$ cat src/rtl/systolic_tap_feeder.sv
// Sample window and tap sequencer feeding a sequential Booth multiplier.
// Optional build macro FEEDER_NEWEST_FIRST_EN walks the window newest-first instead of oldest-first.
module systolic_tap_feeder #(
  parameter int WORDLENGTH = 16,
  parameter int TAPS       = 8,
  parameter int ADDRBITS   = 3
) (
  input  logic                  wClk,
  input  logic                  reset,
  input  logic [WORDLENGTH-1:0] inputword,
  input  logic                  inclk,
  input  logic                  outclk,
  output logic [ADDRBITS-1:0]   coef_addr,
  input  logic [WORDLENGTH-1:0] coef_in,
  output logic [WORDLENGTH-1:0] mult_mpd,
  output logic [WORDLENGTH-1:0] mult_mpr,
  output logic                  mult_start,
  input  logic                  mult_busy,
  output logic                  tap_first,
  output logic                  tap_last,
  output logic                  frame_busy,
  output logic [ADDRBITS:0]     fill_count,
  output logic                  overrun
);

  localparam logic [ADDRBITS-1:0] LAST_TAP = ADDRBITS'(TAPS - 1);
  localparam logic [ADDRBITS:0]   FULL     = (ADDRBITS + 1)'(TAPS);

  typedef enum logic [2:0] {IDLE, LOAD, ISSUE, WAIT_ACK, WAIT_DONE} state_t;
  state_t state;

  logic                  inclk_q, outclk_q;
  logic                  in_edge, out_edge;
  logic [WORDLENGTH-1:0] sample_buf [TAPS];
  logic [WORDLENGTH-1:0] pend_data;
  logic                  pend_valid;
  logic [ADDRBITS-1:0]   wr_ptr, wr_ptr_nxt, base, k, rd_idx;
  logic [ADDRBITS:0]     rd_sum;
  logic                  do_write;
  logic [WORDLENGTH-1:0] write_data;

  assign in_edge  = inclk & ~inclk_q;
  assign out_edge = outclk & ~outclk_q;

  // Writes land in the window only while IDLE; a waiting pending sample always goes first.
  always_comb begin
    do_write   = 1'b0;
    write_data = inputword;
    if (state == IDLE) begin
      if (pend_valid) begin
        do_write   = 1'b1;
        write_data = pend_data;
      end else if (in_edge) begin
        do_write = 1'b1;
      end
    end
    wr_ptr_nxt = wr_ptr;
    if (do_write) wr_ptr_nxt = (wr_ptr == LAST_TAP) ? '0 : wr_ptr + 1'b1;
`ifdef FEEDER_NEWEST_FIRST_EN
    rd_sum = {1'b0, base} + {1'b0, LAST_TAP - k};
`else
    rd_sum = {1'b0, base} + {1'b0, k};
`endif
    rd_idx = (rd_sum >= FULL) ? ADDRBITS'(rd_sum - FULL) : ADDRBITS'(rd_sum);
  end

  always_ff @(posedge wClk) begin
    if (reset) begin
      state      <= IDLE;
      inclk_q    <= 1'b0;
      outclk_q   <= 1'b0;
      pend_data  <= '0;
      pend_valid <= 1'b0;
      wr_ptr     <= '0;
      base       <= '0;
      k          <= '0;
      coef_addr  <= '0;
      mult_mpd   <= '0;
      mult_mpr   <= '0;
      mult_start <= 1'b0;
      tap_first  <= 1'b0;
      tap_last   <= 1'b0;
      frame_busy <= 1'b0;
      fill_count <= '0;
      overrun    <= 1'b0;
      for (int i = 0; i < TAPS; i++) sample_buf[i] <= '0;
    end else begin
      inclk_q    <= inclk;
      outclk_q   <= outclk;
      mult_start <= 1'b0;
      tap_first  <= 1'b0;
      tap_last   <= 1'b0;

      // An edge coinciding with a pending commit is parked and committed next cycle.
      if (state == IDLE) begin
        if (pend_valid) begin
          if (in_edge) pend_data <= inputword;
          else         pend_valid <= 1'b0;
        end
      end else if (in_edge) begin
        pend_data  <= inputword;
        pend_valid <= 1'b1;
        if (pend_valid) overrun <= 1'b1;
      end

      if (do_write) begin
        sample_buf[wr_ptr] <= write_data;
        wr_ptr             <= wr_ptr_nxt;
        if (fill_count != FULL) fill_count <= fill_count + 1'b1;
      end

      if (out_edge && state != IDLE) overrun <= 1'b1;

      case (state)
        IDLE: begin
          if (out_edge && fill_count == FULL) begin
            base       <= wr_ptr_nxt;
            k          <= '0;
            coef_addr  <= '0;
            frame_busy <= 1'b1;
            state      <= LOAD;
          end
        end
        LOAD: state <= ISSUE;
        ISSUE: begin
          mult_mpr   <= coef_in;
          mult_mpd   <= sample_buf[rd_idx];
          mult_start <= 1'b1;
          tap_first  <= (k == '0);
          tap_last   <= (k == LAST_TAP);
          state      <= WAIT_ACK;
        end
        WAIT_ACK: state <= WAIT_DONE;
        WAIT_DONE: begin
          if (!mult_busy) begin
            if (k == LAST_TAP) begin
              frame_busy <= 1'b0;
              state      <= IDLE;
            end else begin
              k         <= k + 1'b1;
              coef_addr <= k + 1'b1;
              state     <= LOAD;
            end
          end
        end
        default: state <= IDLE;
      endcase
    end
  end

endmodule
$ cat config.mk
export PLATFORM = sky130hd
export DESIGN_NAME = systolic_tap_feeder
export DESIGN_NICKNAME = d
export VERILOG_FILES = /design/src/rtl/systolic_tap_feeder.sv
export SDC_FILE = /design/constraint.sdc
export NUM_CORES = 1
export LEC_CHECK = 0
export ABC_AREA = 1
export BUFFER_PORTS_ARGS = -buffer_cell sky130_fd_sc_hd__buf_2
export CELL_PAD_IN_SITES_DETAIL_PLACEMENT = 0
export CELL_PAD_IN_SITES_GLOBAL_PLACEMENT = 2
export CORE_UTILIZATION = 36
export DETAILED_ROUTE_END_ITERATION = 8
export GPL_TIMING_DRIVEN = 0
export PLACE_DENSITY_LB_ADDON = 0.1
export SYNTH_ARGS = -nofsm -noshare
export SYNTH_HDL_FRONTEND = slang
export SYNTH_SLANG_ARGS = --single-unit
$ cat constraint.sdc
create_clock -name wClk -period 2.2 [get_ports wClk]
set_input_delay 0.22 -clock wClk [delete_from_list [all_inputs] [get_ports wClk]]
set_output_delay 0.22 -clock wClk [all_outputs]
set_load 0.02 [all_outputs]
---- Yosys cells after proc, flatten, opt, wreduce, memory -nomap -nowiden ----
Memory sizes are Yosys's and may differ from the RTL's. A register that Yosys moved wholly into a read port is not among the register bits.
Index checks and enable logic that the tools add are counted.
cells by class
  reduce and logical (&&, ||, !) cells .... 17
  mux-type cells .......................... 39
  bitwise operators ....................... 5
  $add $sub $neg .......................... 5
  order comparisons ....................... 1
  eq/ne operators ......................... 14
operators with widths
  kind                                                       number
  two-way mux 16 bit                                         6
  two-way mux 3 bit                                          9
  two-way mux 1 bit                                          21
  OR reduction 16 bit                                        1
  case mux 3 bit (5 select lines)                            1
  == test 3 bit (second input constant)                      3
  != test 2 bit (second input constant)                      4
  AND reduction 4 bit                                        2
  nonzero test 2 bit                                         4
  adder 3 x 1 -> 3 bit (second input constant)               2
  == test 3 x 2 -> 1 bit (second input constant)             2
  logical NOT 3 bit                                          2
  case mux 3 bit (2 select lines)                            1
  AND reduction 2 bit                                        3
  adder 3 x 3 -> 4 bit                                       1
  adder 4 x 1 -> 4 bit (second input constant)               1
  == test 4 bit (second input constant)                      1
  greater-or-equal comparator 4 bit (second input constant)  1
  != test 2 x 1 -> 1 bit (second input constant)             2
  != test 4 bit (second input constant)                      1
  == test 3 x 1 -> 1 bit (second input constant)             1
  inverter 1 bit                                             3
  AND reduction 3 bit                                        1
  nonzero test 3 bit                                         1
  other kinds (5)                                            7
word-level totals
  bits in writable memories ............... 128
  logic and storage cells ................. 97
  flip-flop bits (word level) ............. 56
  memories ................................ 1
  output and inout bits ................... 44
memories
  memory      depth  width  read ports  clocked after memory_dff  wr ports  line  source
  sample_buf  8      16     1           1                         8         34    logic [WORDLENGTH-1:0] sample_buf [TAPS];

---- Logic depth before layout (Yosys ltp) ----
  depth after elaboration ................. 10
  mapped depth ............................ 13

---- Least setup slack after synthesis ----
No wires, ideal clock.
  path type ............................... reg-to-reg
  from .................................... register k[0]
  to ...................................... register mult_mpd[15] (read register of sample_buf)
  setup slack ............................. 0.038 ns
  cell stages (with the launch flop) ...... 13
  arrival time ............................ 2.092 ns
  required time ........................... 2.130 ns
  library setup time ...................... 0.070 ns
  cell sequence ........................... dfxtp_1 ha_1 inv_1 fa_1 clkbuf_1 inv_1 clkbuf_1 nand3_1 nand2_1 nand2_1 nand2_1 nand2_1 a21oi_1
between the ends
  longest elaborated chain between the ends .. 3
  elaborated cells on any way between the ends .. 4
  classes of those cells .................. add/sub: 2; order compare: 1; mux: 1
RTL lines
  what                                                                            line  source
  start: declaration                                                              37    logic [ADDRBITS-1:0] wr_ptr, wr_ptr_nxt, base, k, rd_idx;
  start signal: assignment                                                        140   k <= k + 1'b1;
  adder 3 x 3 -> 4 bit (*)                                                        62    rd_sum = {1'b0, base} + {1'b0, k};
  greater-or-equal comparator 4 bit or subtractor 3 x 1 -> 3 bit (tied branches)  64    rd_idx = (rd_sum >= FULL) ? ADDRBITS'(rd_sum - FULL) : ADDRBITS'(rd_sum);
  two-way mux 3 bit (*)                                                           64
  end: declaration                                                                15    output logic [WORDLENGTH-1:0] mult_mpd,
Mark *: on every way between the ends. The rest lies on a longest branch, timed or not.
A chain may end at the register's enable or synchronous reset.

---- Final worst setup path ----
  from .................................... register k[0]
  to ...................................... register mult_mpd[12] (read register of sample_buf)
Same word-level chain as after synthesis.

==> out/metrics.csv <==
metric,value,unit
Hold Crit Endpoint,mult_mpr[9],
"Net Count, Synth",1167,
CP Buf/Inv Count,3,
"FFs w/ async S/R, synth",0,%
"Arr. time, crit path",2.47,ns
outcome,"complete, no violations",
Clock Skew,0.0161,ns
global-route wire length before repair,39300,um
port bufs,80,
CTS max path bufs,2,
Max stage delay on crit path,0.53,ns
Net Sw Frac,30.1,%
Yosys cell types,30,
P_leak,5.22,nW
crit-path cells,ha_1 -> inv_1 -> fa_2 -> inv_4 -> buf_6 -> nand3_1 -> nand2_2 -> nand2_1 -> nand2_2 -> nand2_1 -> a21oi_1,
sw power,2.69,mW
crit-path max FO,10,
Worst setup EP type,register,
root buffer cell,clkbuf_16,
Mapped Area,9350,um2
Final WS setup,0.0864,ns
GRT Util Overall,20.3,%
clock-pin slew on the worst setup and hold paths,0.08,ns
Post-DRT Antenna Nets,0,
Nets,1275,
DP Worst Slack,-0.765,ns
final worst path period need,2.11,ns
CTS tree,yes,
required time of the critical path,2.56,ns
Worst Hold Class,primary input to register,
H-tree depth,4,
CTS Buf Count,17,
Setup CP Type,register to register,
die height,163,um
Chip Width,163,um
DIE AREA,26600,um2
synthesis-to-finish area growth,18.1,%
Power Total,8.94,mW
Final HPWL DP,18400,um
Vias,7226,
routed vias/inst,4.60,
vias in the first global route,6692,
Seq pwr share,48.3,%
clock sinks,200,
DRC,0,
"most common cell after layout, fill and taps aside",nand2_1,
hold-critical path depth,3,
Final period util,96.1,%
largest net degree at the start of global routing,20,
normalized max-slew margin,45.6,%
fillcell total,2592,
Startpoint Class,register,
worst reg2reg path endpoint,mult_mpd[12],
reg2reg setup slack,0.09,ns
# IOs,81,
max-slew violation count,0,
Peak supply drop,0.413,mV
Routed WL per cell,16.6,um
Worst-Skew Late Latency,0.44,ns
Finish-stage setup viols,0,
Final Hold Vio Count,0,
GP Congestion,0.770,
Top delay family on crit path,adder cells,
Max-Cap Viols,0,
RSZ-0062 raised after global routing,yes,
total wire length,26100,um
Initial Util,36.9,%
register area share after synthesis,56.5,%
Logic pwr share,16.9,%
worst r2r src,k[0],
fmax,473,MHz
pwr dens,809,nW/um2
antenna violations before repair,0,
Clock Power Share,34.8,%
diode count,0,
Tightest Pin Transition,0.817,ns
number of synthesized flops with an enable pin,128,
most frequent cells in the layout,"nand2_1 (288), inv_1 (173), nor2_1 (172)",
Main synth FF type,edfxtp_1,
hold path start,coef_in[9],
Core ar.,25300,um2
Detailed Routing Iterations Pass 1,5,
Critical-path top delay cell,fa_2,
Ys Warns,0,
gr ovfl total,0,
P_int,6.26,mW
Mapped Avg Cell Area,8.34,um2
ratio of cells with drive above 1 in the final layout,18.0,%
# rows,58,
R2R cell count,11,
"flops & latches, synth",200,
cells after synthesis,1121,
DRT iter0 DRCs,488,
==> layout make-up <==
cell class | instances | area, um2 | area share (%)
clock buffer | 21 | 462 | 4.18
inverter | 178 | 678 | 6.14
buffer | 49 | 322 | 2.91
multi-input combinational | 693 | 3270 | 29.6
clock inverter | 11 | 109 | 0.985
sequential | 200 | 5290 | 47.9
tap | 330 | 413 | 3.74
timing repair buffer | 90 | 505 | 4.57
==> cell families after synthesis <==
kind of cell               count (synthesis)  share of synthesized area, %
adders and majority gates                  9                          1.28
buffers and inverters                    228                          9.99
xor gates and xnor gates                   1                        0.0937
DFF                                      200                          56.5
AOI/OAI and AO/OA                        105                          6.35
and+or+nand+nor                          578                          25.8
==> flip-flops by register name, summed over array words and instances, names as in the netlist <==
signal,cells
pend_valid,1
frame_busy,1
fill_count,4
mult_mpd,16
k,3
tap_last,1
state,3
inclk_q,1
sample_buf,128
mult_start,1
overrun,1
outclk_q,1
pend_data,16
wr_ptr,3
base,3
tap_first,1
mult_mpr,16
==> worst max path at each step <==
| stage | start | to | slack [ns] | cells past startpoint |
|---|---|---|---|---|
| detailed placement | reset | sample_buf[3][7] | -0.77 | 5 |
| global route | base[0] | mult_mpd[9] | -0.02 | 10 |
| floorplan | k[0] | mult_mpd[15] | 0.04 | 12 |
| CTS | base[0] | mult_mpd[9] | 0.0006 | 11 |
| finish | k[0] | mult_mpd[12] | 0.09 | 11 |
| global placement | reset | sample_buf[5][6] | -0.79 | 5 |
==> power groups by stage <==
stage,combinational [mW],sequential [mW],clock (mW)
after CTS,1.49,4.32,3.17
after detailed placement,1.39,4.41,0
final,1.51,4.32,3.11
after floorplan,0.808,4.46,0
after global placement,1.39,4.40,0
after global routing,1.67,4.34,3.29
==> repair_timing <==
item	in CTS	in global routing
endpoints found under the hold margin	2	0
endpoints found under the setup margin	144	80
resized for setup	52	25
buffers inserted	4	2
pin swaps	1	4
cloned	1	1
hold buffers	2	0
==> layer usage <==
| layer | up-vias | routed length [um] | track usage [%] |
|---|---|---|---|
| met2 | 153 | 11700 | 31.4 |
| met3 | 21 | 1030 | 2.51 |
| met5 | - | 0 | 0 |
| met1 | 3342 | 13000 | 29.7 |
| met4 | 0 | 350 | 5.65 |
| li1 | 3710 | - | - |
==> worst min-delay path, stage by stage <==
cell	delay (ns)
buf_2	0.07
o21ai_0	0.07
nor2_1	0.07
==> synth_stat cells (all sizes together) (2+ instances only) <==
library cell / instances / share of area (%)
a211oi: 2 / 0.16
inv: 177 / 7.1
a21oi: 45 / 2.4
ha: 8 / 1.1
nand3: 76 / 4.1
clkbuf: 30 / 1.2
buf: 20 / 1.6
nor3: 2 / 0.11
edfxtp: 128 / 41
nand2: 315 / 13
o21ai: 58 / 3.7
nor2: 184 / 8.1
dfxtp: 72 / 15
==> per-stage QoR <==
step                TNS, ns  instances  util [%]  cell area, um2  hold WS (ns)
floorplan                 0       1121         -            9350         0.304
global placement    -100.04       1531      40.1           10200         0.436
detailed placement   -96.51       1531      40.1           10200         0.450
CTS                       0       1569      43.2           10900       0.00940
global route        -0.0476       1572      43.6           11000        0.0231
finish                    0       1572      43.6           11000        0.0250
Note: power is estimated with default switching activity, not from simulation.
